### config.mk
export PLATFORM = sky130hd
export DESIGN_NAME = prf_wr_arb
export DESIGN_NICKNAME = d
export VERILOG_FILES = /design/src/rtl/prf_wr_arb_pkg.sv /design/src/rtl/prf_wr_skid_fifo.sv /design/src/rtl/prf_wr_arb.sv
export SDC_FILE = /design/constraint.sdc
export NUM_CORES = 1
export LEC_CHECK = 0
export BUFFER_PORTS_ARGS = -buffer_cell sky130_fd_sc_hd__buf_2
export CAP_MARGIN = 20
export CORE_ASPECT_RATIO = 1.4
export CORE_UTILIZATION = 61
export CTS_CLUSTER_SIZE = 8
export DETAILED_ROUTE_END_ITERATION = 8
export PLACE_DENSITY = 0.95
export SETUP_SLACK_MARGIN = 0.05
export SYNTH_ARGS = -nofsm -noshare
export SYNTH_HDL_FRONTEND = slang
export SYNTH_SLANG_ARGS = --single-unit
export TNS_END_PERCENT = 30
### constraint.sdc
create_clock -name clk -period 10 [get_ports clk]
set_input_delay 1 -clock clk [delete_from_list [all_inputs] [get_ports clk]]
set_output_delay 1 -clock clk [all_outputs]
set_load 0.02 [all_outputs]
### src/rtl/prf_wr_arb_pkg.sv
// Shared types and defaults for the integer PRF write-port arbiter.
package prf_wr_arb_pkg;

    // One integer PRF write: result data, physical destination, simulation id.
    typedef struct packed {
        logic [63:0] data;
        logic [6:0]  pdst;
        logic [15:0] simid;
    } t_prf_wr_pkt;

    // Default sizing for prf_wr_arb.
    localparam int PRF_WR_ARB_SKID_DEPTH   = 2;
    localparam int PRF_WR_ARB_STARVE_LIMIT = 4;

    // Completion source identifier, used when logging grants.
    typedef enum logic {
        SRC_EINT = 1'b0,
        SRC_MM   = 1'b1
    } t_prf_wr_src;

endpackage

### src/rtl/prf_wr_skid_fifo.sv
// Small skid FIFO in front of one PRF write source. It has a registered ready,
// a head that is always visible, and a flush that empties it in one cycle.
module prf_wr_skid_fifo
    import prf_wr_arb_pkg::*;
#(
    parameter int  DEPTH = PRF_WR_ARB_SKID_DEPTH,
    parameter type T     = t_prf_wr_pkt,
    parameter int  CNT_W = $clog2(DEPTH + 1)
) (
    input  logic             clk,
    input  logic             reset,
    input  logic             flush,
    input  logic             push,
    input  T                 push_pkt,
    input  logic             pop,
    output T                 head,
    output logic [CNT_W-1:0] count,
    output logic             ready
);

    localparam int PTR_W = (DEPTH > 1) ? $clog2(DEPTH) : 1;

    T                 mem_q [DEPTH];
    logic [PTR_W-1:0] rd_ptr_q, rd_ptr_d;
    logic [PTR_W-1:0] wr_ptr_q, wr_ptr_d;
    logic [CNT_W-1:0] cnt_q, cnt_d;
    logic             ready_q, ready_d;

    function automatic logic [PTR_W-1:0] ptr_inc(input logic [PTR_W-1:0] p);
        return (p == PTR_W'(DEPTH - 1)) ? '0 : p + PTR_W'(1);
    endfunction

    // Next pointers, occupancy and ready; flush overrides any push or pop.
    always_comb begin
        // NOTE: every signal written here gets a default first, so no path leaves one unassigned and infers a latch.
        rd_ptr_d = rd_ptr_q;
        wr_ptr_d = wr_ptr_q;
        cnt_d    = cnt_q;
        if (flush) begin
            rd_ptr_d = '0;
            wr_ptr_d = '0;
            cnt_d    = '0;
        end else begin
            if (push) wr_ptr_d = ptr_inc(wr_ptr_q);
            if (pop)  rd_ptr_d = ptr_inc(rd_ptr_q);
            case ({push, pop})
                2'b10:   cnt_d = cnt_q + CNT_W'(1);
                2'b01:   cnt_d = cnt_q - CNT_W'(1);
                default: cnt_d = cnt_q;
            endcase
        end
        ready_d = (cnt_d < CNT_W'(DEPTH));
    end

    // Control state register.
    always_ff @(posedge clk) begin
        // NOTE: state registers use non-blocking assignments so every flop samples pre-edge values.
        if (reset) begin
            rd_ptr_q <= '0;
            wr_ptr_q <= '0;
            cnt_q    <= '0;
            ready_q  <= 1'b1;
        end else begin
            rd_ptr_q <= rd_ptr_d;
            wr_ptr_q <= wr_ptr_d;
            cnt_q    <= cnt_d;
            ready_q  <= ready_d;
        end
    end

    // Entry storage, written at the tail on push.
    always_ff @(posedge clk) begin
        // NOTE: the storage array has no reset; cnt_q alone decides which entries are live.
        if (push) mem_q[wr_ptr_q] <= push_pkt;
    end

    assign head  = mem_q[rd_ptr_q];
    assign count = cnt_q;
    assign ready = ready_q;

endmodule

### src/rtl/prf_wr_arb.sv
// Shares the single integer PRF write port between execute (ex1) and memory
// (mm5) completions. Priority is fixed, eint over mm, and a starvation counter
// lets mm win after a run of losses. The winner is registered onto ro0.
module prf_wr_arb
    import prf_wr_arb_pkg::*;
#(
    parameter int SKID_DEPTH   = PRF_WR_ARB_SKID_DEPTH,
    parameter int STARVE_LIMIT = PRF_WR_ARB_STARVE_LIMIT
) (
    input  logic        clk,
    input  logic        reset,
    input  logic        nuke_valid_rb1,
    input  logic        eint_valid_ex1,
    input  t_prf_wr_pkt eint_pkt_ex1,
    output logic        eint_ready_ex1,
    input  logic        mm_valid_mm5,
    input  t_prf_wr_pkt mm_pkt_mm5,
    output logic        mm_ready_mm5,
    output logic        iprf_wr_valid_ro0,
    output t_prf_wr_pkt iprf_wr_pkt_ro0
);

    localparam int CNT_W = $clog2(SKID_DEPTH + 1);
    localparam int STV_W = $clog2(STARVE_LIMIT + 1);

    logic [CNT_W-1:0] eint_cnt, mm_cnt;
    t_prf_wr_pkt      eint_head, mm_head;
    t_prf_wr_pkt      eint_cand_pkt, mm_cand_pkt;
    logic             eint_xfer, eint_has_head, eint_cand, eint_win, eint_push, eint_pop;
    logic             mm_xfer, mm_has_head, mm_cand, mm_win, mm_push, mm_pop;
    logic             mm_force;

    logic             wr_valid_q, wr_valid_d;
    t_prf_wr_pkt      wr_pkt_q, wr_pkt_d;
    logic [STV_W-1:0] starve_cnt_q, starve_cnt_d;

    prf_wr_skid_fifo #(.DEPTH(SKID_DEPTH), .T(t_prf_wr_pkt), .CNT_W(CNT_W)) u_eint_fifo (
        .clk      (clk),
        .reset    (reset),
        .flush    (nuke_valid_rb1),
        .push     (eint_push),
        .push_pkt (eint_pkt_ex1),
        .pop      (eint_pop),
        .head     (eint_head),
        .count    (eint_cnt),
        .ready    (eint_ready_ex1)
    );

    prf_wr_skid_fifo #(.DEPTH(SKID_DEPTH), .T(t_prf_wr_pkt), .CNT_W(CNT_W)) u_mm_fifo (
        .clk      (clk),
        .reset    (reset),
        .flush    (nuke_valid_rb1),
        .push     (mm_push),
        .push_pkt (mm_pkt_mm5),
        .pop      (mm_pop),
        .head     (mm_head),
        .count    (mm_cnt),
        .ready    (mm_ready_mm5)
    );

    // Candidates, grant, FIFO push/pop and next output/starvation state.
    always_comb begin
        // A nuke drops same-cycle transfers and suppresses any grant.
        eint_xfer     = eint_valid_ex1 & eint_ready_ex1 & ~nuke_valid_rb1;
        mm_xfer       = mm_valid_mm5 & mm_ready_mm5 & ~nuke_valid_rb1;
        eint_has_head = (eint_cnt != '0);
        mm_has_head   = (mm_cnt != '0);
        eint_cand     = (eint_has_head | eint_xfer) & ~nuke_valid_rb1;
        mm_cand       = (mm_has_head | mm_xfer) & ~nuke_valid_rb1;
        // The head is older than the input, so it goes first; the input bypasses only an empty FIFO.
        eint_cand_pkt = eint_has_head ? eint_head : eint_pkt_ex1;
        mm_cand_pkt   = mm_has_head ? mm_head : mm_pkt_mm5;

        mm_force = (starve_cnt_q == STV_W'(STARVE_LIMIT));
        mm_win   = mm_cand & (~eint_cand | mm_force);
        eint_win = eint_cand & ~mm_win;

        eint_pop  = eint_win & eint_has_head;
        mm_pop    = mm_win & mm_has_head;
        eint_push = eint_xfer & ~(eint_win & ~eint_has_head);
        mm_push   = mm_xfer & ~(mm_win & ~mm_has_head);

        wr_valid_d = eint_win | mm_win;
        wr_pkt_d   = wr_pkt_q;
        if (mm_win) begin
            wr_pkt_d = mm_cand_pkt;
        end else if (eint_win) begin
            wr_pkt_d = eint_cand_pkt;
        end

        starve_cnt_d = '0;
        if (mm_cand & ~mm_win) begin
            starve_cnt_d = mm_force ? starve_cnt_q : starve_cnt_q + STV_W'(1);
        end
    end

    // PRF write register and starvation counter.
    always_ff @(posedge clk) begin
        if (reset) begin
            wr_valid_q   <= 1'b0;
            wr_pkt_q     <= '0;
            starve_cnt_q <= '0;
        end else begin
            wr_valid_q   <= wr_valid_d;
            wr_pkt_q     <= wr_pkt_d;
            starve_cnt_q <= starve_cnt_d;
        end
    end

    assign iprf_wr_valid_ro0 = wr_valid_q;
    assign iprf_wr_pkt_ro0   = wr_pkt_q;

    // A source must never present a result while its ready is low.
    eint_valid_needs_ready: assert property (@(posedge clk) disable iff (reset)
        eint_valid_ex1 |-> eint_ready_ex1);
    mm_valid_needs_ready: assert property (@(posedge clk) disable iff (reset)
        mm_valid_mm5 |-> mm_ready_mm5);

endmodule
# After elaboration in Yosys (flattened, before gate mapping)
# Memories as Yosys holds them, arrays and structs flattened. A register that Yosys moved wholly into a read port is not among the register bits.
# Index checks and enable logic that the tools add are counted.
# classes
order_cmp	2
n_addsub	9
mux	20
reduce_logical	5
bitwise_logic	27
n_eq_ne	5
# ops
op	n
$mux 87	4
$and 1x1->1	15
$mux 1	12
$not 1->1	8
$pmux 2 s2	2
$reduce_bool 2->1	3
$add 1x1->1 const B	4
$add 2x1->2 const B	2
$eq 2x1->1 const B	2
$eq 2x2->1 const B	2
$lt 2x2->1 const B	2
$mux 2	2
$or 1x1->1	4
$reduce_or 2->1	2
$sub 2x1->2 const B	2
$add 3x1->3 const B	1
$eq 3x3->1 const B	1
# word_totals
ramBits	348
output_inout_bits	90
elab_cells	83
inputBits	179
reg_bits	101
n_memories	2
# mem_list
memory	words	word_bits	read_ports	rd_clocked_by_memory_dff	write_ports	line	text
u_eint_fifo.mem_q	2	87	1	1	1	prf_wr_skid_fifo.sv:23	T mem_q [DEPTH];
u_mm_fifo.mem_q	2	87	1	1	1	prf_wr_skid_fifo.sv:23	

# Depth between registers and ports, before layout
# Gate-level depths: netlist of the first run.
# logic_depth
word_depth	16
mapped_depth	10

# Hierarchy
# From an unflattened synthesis of the first run, not the netlist that was laid out.
# unflattened
hier_cells	1418
hier_area_um2	18948.2
# modules_own_cells
module	cells_each	n_inst	area_per_inst_um2
prf_wr_skid_fifo	295	2	6630.1
prf_wr_arb	828	1	5688.0

# Worst setup path after synthesis of the first run
# Ideal clock, no wire load.
# synth_path
path_type	input to register
startpoint	in eint_valid_ex1
endpoint	mem u_eint_fifo.mem_q[0][0] (netlist bit) (enable)
setup_ps	534
setup_slack_ps	3935
arrival_time_ps	5531
stages	4
t_required_ps	9466
n_path_buf	0
path_cell_list	a211o_1 -> a221oi_1 -> o21ai_0 -> nor2_1
# synth_via
elab_chain_len	14
# synth_rtl
item	line	text
start: declaration	prf_wr_arb.sv:13	input logic eint_valid_ex1,
$and 1x1->1 * (2 in series)	prf_wr_arb.sv:64	eint_xfer = eint_valid_ex1 & eint_ready_ex1 & ~nuke_valid_rb1;
$or 1x1->1	prf_wr_arb.sv:68	eint_cand = (eint_has_head | eint_xfer) & ~nuke_valid_rb1;
$and 1x1->1	prf_wr_arb.sv:68	
$not 1->1	prf_wr_arb.sv:75	mm_win = mm_cand & (~eint_cand | mm_force);
$or 1x1->1	prf_wr_arb.sv:75	
$and 1x1->1	prf_wr_arb.sv:75	
$not 1->1	prf_wr_arb.sv:76	eint_win = eint_cand & ~mm_win;
$and 1x1->1	prf_wr_arb.sv:76	
$and 1x1->1	prf_wr_arb.sv:80	eint_push = eint_xfer & ~(eint_win & ~eint_has_head);
$not 1->1	prf_wr_arb.sv:80	
$and 1x1->1 *	prf_wr_arb.sv:80	
$mux 1 *	prf_wr_skid_fifo.sv:74	if (push) mem_q[wr_ptr_q] <= push_pkt;
$mux 1 (implied by the code) *	prf_wr_skid_fifo.sv:74	
end: declaration	prf_wr_skid_fifo.sv:23	
# Every way passes the cells marked *; elsewhere a longest branch is shown, timed or not.

# Worst setup path in the final report of the first run
# layout_path
startpoint	reg u_mm_fifo.cnt_q[0] (netlist: u_mm_fifo.count[0])
endpoint	mem u_eint_fifo.mem_q[0][20] (netlist bit) (enable)
# layout_via
elab_chain_len	11
# layout_rtl
item	line	text
start: declaration	prf_wr_skid_fifo.sv:26	logic [CNT_W-1:0] cnt_q, cnt_d;
start signal: assignment	prf_wr_skid_fifo.sv:66	cnt_q <= cnt_d;
$reduce_bool 2->1	prf_wr_arb.sv:67	mm_has_head = (mm_cnt != '0);
$or 1x1->1	prf_wr_arb.sv:69	mm_cand = (mm_has_head | mm_xfer) & ~nuke_valid_rb1;
$and 1x1->1	prf_wr_arb.sv:69	
$and 1x1->1	prf_wr_arb.sv:75	
$not 1->1	prf_wr_arb.sv:76	
$and 1x1->1	prf_wr_arb.sv:76	
$and 1x1->1	prf_wr_arb.sv:80	
$not 1->1	prf_wr_arb.sv:80	
$and 1x1->1	prf_wr_arb.sv:80	
$mux 1	prf_wr_skid_fifo.sv:74	
$mux 1 (implied by the code)	prf_wr_skid_fifo.sv:74	
# Every way passes these cells.

==> reports/metrics.cfg, run 1 <==
[timing]
timing.final.max_slew_violations=0
worstMarginPinSlew_ns=1.16
max_freq_ghz=0.221
fin_tns_setup_ns=0
skew_ns=0.0213
final.period_utilization=0.452
fin_crit_ns=4.52
rsz0062_at_grt=false
finalHoldViolations=0
setup_viol=0
max_slew_margin=0.225

[detailed_routing]
firstDrtPassIters=5
drtAntennaViolNets=0
vias=13200
first_iter_violations=1485
wl_per_cell_um=25.1
viasPerCell=6.57
routed_wl_mm=50.6
remaining_drc_errors=0

[yosys]
synth-seq-cells=451
syn_avg_cell_area_um2=13.9
seq_area_frac_synth=0.675
synth_area_mm2=0.0185
synth_nets=1513
ys_warn_count=0
synth_cell_types=29
synthCells=1330

[power]
p_leak_nw=8.12
ir_drop_uv=155
powerDensity_mw_per_mm2=199

[critical_path]
cp_common_cell=buf_4
crit_required_ns=10.17
crit_path_max_fanout=60
path_delay_family=buffers and inverters
worst-path-buf-inv=2
max_stage_delay_ns=0.79
cp-end-kind=flop
critPathKind=flop to flop
startpoint_type=flop
worstPathCellList=buf_4 -> nor2_1 -> a221oi_1 -> o21ai_0 -> nor2_4 -> buf_4
cp_slowest_cell=buf_4
arrival_ns=4.68

[place]
port_buffers=268
gp_congestion=0.869
dpl.hpwl_mm=29.3

[layout]
final_cell_mix=348 x edfxtp_1, 268 x buf_2, 262 x mux2i_1, 182 x a21oi_1, 175 x nor3_1
nNetsFinal=1752
area_delta_synth_final_pct=18.7
mostFrequentLayoutCell=edfxtp_1
fill_cells=1717
post-route-util=0.734
drive_gt1_frac=0.228

[clock_tree]
htreeDepth=3
clk_latency_ns=0.56
root_buffer=clkbuf_16
cts_setup_buffers=0
postCtsHoldBufs=0
clock-sinks=451
cts.clk_slew.worst_paths_ns=0.05
clockBufferDepth=3
cts_made_buffers=66
tritoncts=yes
cts_resized=0

[floorplanning]
num_rows=75
core_mm2=0.0299
start_util=0.619
pin_count=269
die_h_um=208
fp.dieW_um=149
die_area_mm2=0.0311

[grt]
grt_first_pass_wirelength_mm=75.8
antenna_found_initial=9
grt_max_degree=91
gr-total-overflow=0
grt_pass1_vias=12900
grt_use_total=0.325

[run]
maxCapViolations=0

[outcome]
outcome=completed

[worst_hold_path]
hold_path.class=flop to flop

[cells in the mapped netlist]
| master | count | area [um^2] |
|---|---|---|
| a211o_1 | 1 | 8.76 |
| a211oi_1 | 1 | 7.51 |
| a21oi_1 | 182 | 911 |
| a221o_1 | 1 | 10.0 |
| a221oi_1 | 1 | 8.76 |
| a41oi_1 | 1 | 8.76 |
| buf_1 | 6 | 22.5 |
| buf_2 | 28 | 140 |
| buf_6 | 3 | 33.8 |
| clkbuf_1 | 74 | 278 |
| dfxtp_1 | 103 | 2060 |
| edfxtp_1 | 348 | 10500 |
| ha_1 | 4 | 50.1 |
| inv_1 | 6 | 22.5 |
| mux2i_1 | 262 | 2620 |
| nand2_1 | 6 | 22.5 |
| nand2b_1 | 3 | 18.8 |
| nand3_1 | 2 | 10.0 |
| nor2_1 | 18 | 67.6 |
| nor2b_1 | 1 | 6.26 |
| nor3_1 | 175 | 876 |
| o21ai_0 | 2 | 10.0 |
| o2bb2ai_1 | 87 | 762 |
| o31ai_1 | 1 | 7.51 |
| or2_2 | 3 | 18.8 |
| or3_1 | 2 | 12.5 |
| or4_1 | 1 | 7.51 |
| xnor2_1 | 6 | 52.6 |
| xor2_1 | 2 | 17.5 |
[per-layer routing]
metal  wire length [um]  global-route usage
met1              17500               0.393
met2              25300               0.538
met3               4900              0.0656
met4               2900               0.184
met5                 42                   0
[registers in the layout (all words and copies together), names as in the netlist, named ones only]
signal,count
u_eint_fifo.mem_q,174
u_mm_fifo.mem_q,174
iprf_wr_pkt_ro0,87
starve_cnt_q,3
u_eint_fifo.count,2
u_mm_fifo.count,2
iprf_wr_valid_ro0,1
u_eint_fifo.rd_ptr_q,1
u_eint_fifo.ready,1
u_eint_fifo.wr_ptr_q,1
u_mm_fifo.rd_ptr_q,1
u_mm_fifo.ready,1
u_mm_fifo.wr_ptr_q,1
[cells by family (layout without fill, tap and decap cells)]
family	Yosys count	count (layout)	share of synthesized area
DFF	451	451	0.675
AOI/OAI and AO/OA	277	277	0.0936
muxes	262	262	0.142
and+or+nand+nor	211	211	0.0561
buffers and inverters	117	402	0.0268
xor gates and xnor gates	8	8	0.00378
adders and majority gates	4	4	0.00270
other	0	13	0
[worst register-to-register path, cell delays in order, from the launching register on]
cell	delay (ns)
dfxtp_4	0.66
buf_4	0.62
nor2_1	0.30
a221oi_1	0.48
o21ai_0	0.37
nor2_4	0.78
buf_4	0.80
[where the power goes]
group	total, W	internal [W]	switching, W
clock network	0.00200	0.00123	0.000769
registers	0.00209	0.00206	0.0000266
logic	0.000285	0.000103	0.000182
total	0.00437	0.00339	0.000978
[worst paths after layout]
kind	start	end	depth (start not counted)	slack, ns
max	u_mm_fifo.count[0]$_SDFFE_PP0N_	u_eint_fifo.mem_q[0][20]$_DFFE_PP_	6	5.48
max reg2reg	u_mm_fifo.count[0]$_SDFFE_PP0N_	u_eint_fifo.mem_q[0][20]$_DFFE_PP_	6	5.48
min reg2reg	starve_cnt_q[0]$_SDFFE_PP0N_	starve_cnt_q[0]$_SDFFE_PP0N_	1	0.45
min	starve_cnt_q[0]$_SDFFE_PP0N_	starve_cnt_q[0]$_SDFFE_PP0N_	1	0.45
[per-stage QoR]
step	setup slack, ns	hold slack, ns	instances	instance area [um^2]	total power, W
after global routing	5.26	0.469	2003	22000	0.00447
final	5.48	0.452	2013	22000	0.00437
after floorplan	3.94	0.417	1330	18500	0.00227
after CTS	5.59	0.454	1999	21900	0.00437
after detailed placement	5.66	0.443	1885	20100	0.00239
after global placement	5.79	0.429	1884	20000	0.00238
[layout make-up]
cell class	count	area (um^2)	area share
clock inverters	4	41.3	0.00188
repair buffers	282	1480	0.0673
inverters	6	25.0	0.00114
clock buffers	110	1820	0.0827
multi-input cells	762	5570	0.253
diodes	13	32.5	0.00148
well taps	385	482	0.0219
flip-flops and latches	451	12500	0.570
(Power assumes the default switching activity.)
==> run 2: changes to the inputs <==
--- a/config.mk
+++ b/config.mk
@@ -8,10 +8,10 @@
 export BUFFER_PORTS_ARGS = -buffer_cell sky130_fd_sc_hd__buf_2
 export CAP_MARGIN = 20
 export CORE_ASPECT_RATIO = 1.4
-export CORE_UTILIZATION = 61
+export CORE_UTILIZATION = 52
 export CTS_CLUSTER_SIZE = 8
 export DETAILED_ROUTE_END_ITERATION = 8
-export PLACE_DENSITY = 0.95
+export PLACE_DENSITY = 0.88
 export SETUP_SLACK_MARGIN = 0.05
 export SYNTH_ARGS = -nofsm -noshare
 export SYNTH_HDL_FRONTEND = slang
==> constraint.sdc (replaced) <==
create_clock -name clk -period 4.1 [get_ports clk]
set_input_delay 0.41 -clock clk [delete_from_list [all_inputs] [get_ports clk]]
set_output_delay 0.41 -clock clk [all_outputs]
set_load 0.02 [all_outputs]
==> reports/metrics.cfg, run 2 (synthesis gave the netlist of run 1 again) <==
[detailed_routing]
routed_wl_mm=46.1  ; -8.9%
viasPerCell=5.92  ; -9.9%
vias=12400  ; -6.3%
drtAntennaViolNets=0  ; unchanged
first_iter_violations=1156  ; -22%
firstDrtPassIters=5  ; unchanged
wl_per_cell_um=22.0  ; -12%
remaining_drc_errors=0  ; unchanged

[critical_path]
crit_path_end=u_eint_fifo.mem_q[1][84]$_DFFE_PP_
cp_slowest_cell=dfxtp_4
r2r-start=u_mm_fifo.count[0]$_SDFFE_PP0N_
worstPathCellList=nor2_1 -> a221oi_1 -> o21ai_0 -> nor2_4 -> buf_4
rr_worst_depth=5  ; -1
crit_required_ns=4.28  ; -5.89 ns
worst-path-buf-inv=1  ; -1
r2r_setup_slack_ns=1.15  ; -4.33 ns
cp-end-kind=flop
r2r-end=u_eint_fifo.mem_q[1][84]$_DFFE_PP_
path_depth=5  ; -1
startpoint=u_mm_fifo.count[0]$_SDFFE_PP0N_
critPathKind=flop to flop
startpoint_type=flop
path_delay_family=compound AO/OA/AOI/OAI gates
arrival_ns=3.13  ; -1.55 ns
max_stage_delay_ns=0.66  ; -0.13 ns
crit_path_max_fanout=52  ; -13%

[timing]
max_freq_ghz=0.339  ; +53%
setup_viol=0  ; unchanged
skew_ns=0.0255  ; +0.00417 ns
setup_slack_ns=1.15  ; -4.33 ns
worstMarginPinSlew_ns=1.13  ; -0.0346 ns
max_slew_margin=0.249  ; +0.0231
finalHoldViolations=0  ; unchanged
fin_crit_ns=2.95  ; -1.57 ns
fin_tns_setup_ns=0  ; unchanged
timing.final.max_slew_violations=0  ; unchanged
final.period_utilization=0.719  ; +0.268
rsz0062_at_grt=false

[clock_tree]
cts_setup_buffers=0  ; unchanged
clockBufferDepth=3  ; unchanged
htreeDepth=3  ; unchanged
tritoncts=yes
cts.clk_slew.worst_paths_ns=0.05  ; about the same
cts_resized=0  ; unchanged
clk_latency_ns=0.56  ; about the same
clock-sinks=451  ; unchanged
cts_made_buffers=66  ; unchanged
root_buffer=clkbuf_16
postCtsHoldBufs=0  ; unchanged

[place]
gp_congestion=0.828  ; -4.8%
pre_cts_ws_ns=1.14  ; -4.52 ns
port_buffers=268  ; unchanged
dpl.hpwl_mm=28.0  ; -4.4%
place_area_mm2=0.0202  ; +0.73%
dp_cells=1963  ; +4.1%

[floorplanning]
core_mm2=0.0350  ; +17%
die_h_um=225  ; +8.2%
num_rows=81  ; +8.0%
fp.dieW_um=162  ; +8.2%
pin_count=269  ; unchanged
start_util=0.530  ; -0.0890
die_area_mm2=0.0364  ; +17%

[power]
p_sw_frac=0.217  ; -0.00684
ir_drop_uv=403  ; +160%
p_int_w=0.00840  ; +150%
clkPwrFrac=0.464  ; +0.007
p_total_w=0.0107  ; +150%
p_leak_nw=8.19  ; +0.83%
powerDensity_mw_per_mm2=484  ; +140%
seqPwrFrac=0.474  ; -0.004
combPwrFrac=0.062  ; -0.003
power.switching_w=0.00233  ; +140%

[outcome]
outcome=completed

[grt]
antenna_found_initial=20  ; +11
grt_max_degree=89  ; -2.2%
grt_use_total=0.252  ; -0.0725
grt_pass1_vias=12500  ; -2.9%
gr-total-overflow=0  ; unchanged
grt_first_pass_wirelength_mm=70.2  ; -7.4%

[layout]
final_cell_mix=348 x edfxtp_1, 268 x buf_2, 262 x mux2i_1, 182 x a21oi_1, 175 x nor3_1
nNetsFinal=1758  ; +0.34%
drive_gt1_frac=0.232  ; +0.00442
fill_cells=2544  ; +48%
fin_cells=2094  ; +4.0%
mostFrequentLayoutCell=edfxtp_1
postLayoutCellArea_mm2=0.0222  ; +0.90%
area_delta_synth_final_pct=19.7

[run]
maxCapViolations=0  ; unchanged

[worst_hold_path]
hold_path.class=primary input to flop

-- run 2: cell types whose count changed in the layout (fill, tap and decap cells not counted), sizes merged --
cell	delta
diode	+2
clkbuf	+3
buf	+6
clkinvlp	-1
-- run 2: power groups by stage --
stage | Clock [W] | Sequential [W] | Combinational, W
global route | 0.00524 | 0.00509 | 0.000720
detailed placement | 0 | 0.00517 | 0.000657
CTS | 0.00506 | 0.00508 | 0.000663
finish | 0.00498 | 0.00509 | 0.000664
floorplan | 0 | 0.00523 | 0.000299
global placement | 0 | 0.00516 | 0.000627
-- run 2: worst register-to-register path: stages, from the launching register on --
cell	delay, ns
dfxtp_4	0.66
nor2_1	0.24
a221oi_1	0.49
o21ai_0	0.36
nor2_4	0.18
buf_4	0.59
-- run 2: per-stage QoR --
step	hold slack, ns	util
3_3_place_gp	0.440	0.578
4_1_cts	0.0156	0.633
6_report	0.0518	0.634
3_5_place_dp	0.441	0.578
2_1_floorplan	0.417	-
5_1_grt	0.0258	0.634
-- run 2: how the worst min path moves through the flow --
stage	start	cells after the start	slack [ns]	end
after CTS	eint_pkt_ex1[53]	1	0.02	u_eint_fifo.mem_q[1][53]$_DFFE_PP_
final	mm_pkt_mm5[53]	1	0.05	u_mm_fifo.mem_q[0][53]$_DFFE_PP_
after detailed placement	iprf_wr_pkt_ro0[67]$_SDFFE_PP0P_	1	0.44	iprf_wr_pkt_ro0[67]$_SDFFE_PP0P_
after global routing	eint_pkt_ex1[0]	1	0.03	u_eint_fifo.mem_q[1][0]$_DFFE_PP_
after global placement	starve_cnt_q[0]$_SDFFE_PP0N_	1	0.44	starve_cnt_q[0]$_SDFFE_PP0N_
after floorplan	starve_cnt_q[0]$_SDFFE_PP0N_	1	0.42	starve_cnt_q[0]$_SDFFE_PP0N_
-- run 2: area by class of cell --
class	count	area, um^2	area share
antenna	15	37.5	0.00169
clock buffer	113	1900	0.0857
clock inverter	3	22.5	0.00102
inverter	6	25.0	0.00113
multi-input combinational	762	5570	0.251
sequential	451	12500	0.565
tap	456	571	0.0257
timing repair buffer	288	1520	0.0684
-- run 2: routing by layer --
layer,up-vias,global-route usage,share of wire
li1,5664,-,-
met5,-,0,0.0017
met1,6034,0.292,0.37
met2,554,0.435,0.52
met4,14,0.141,0.041
met3,131,0.0523,0.066
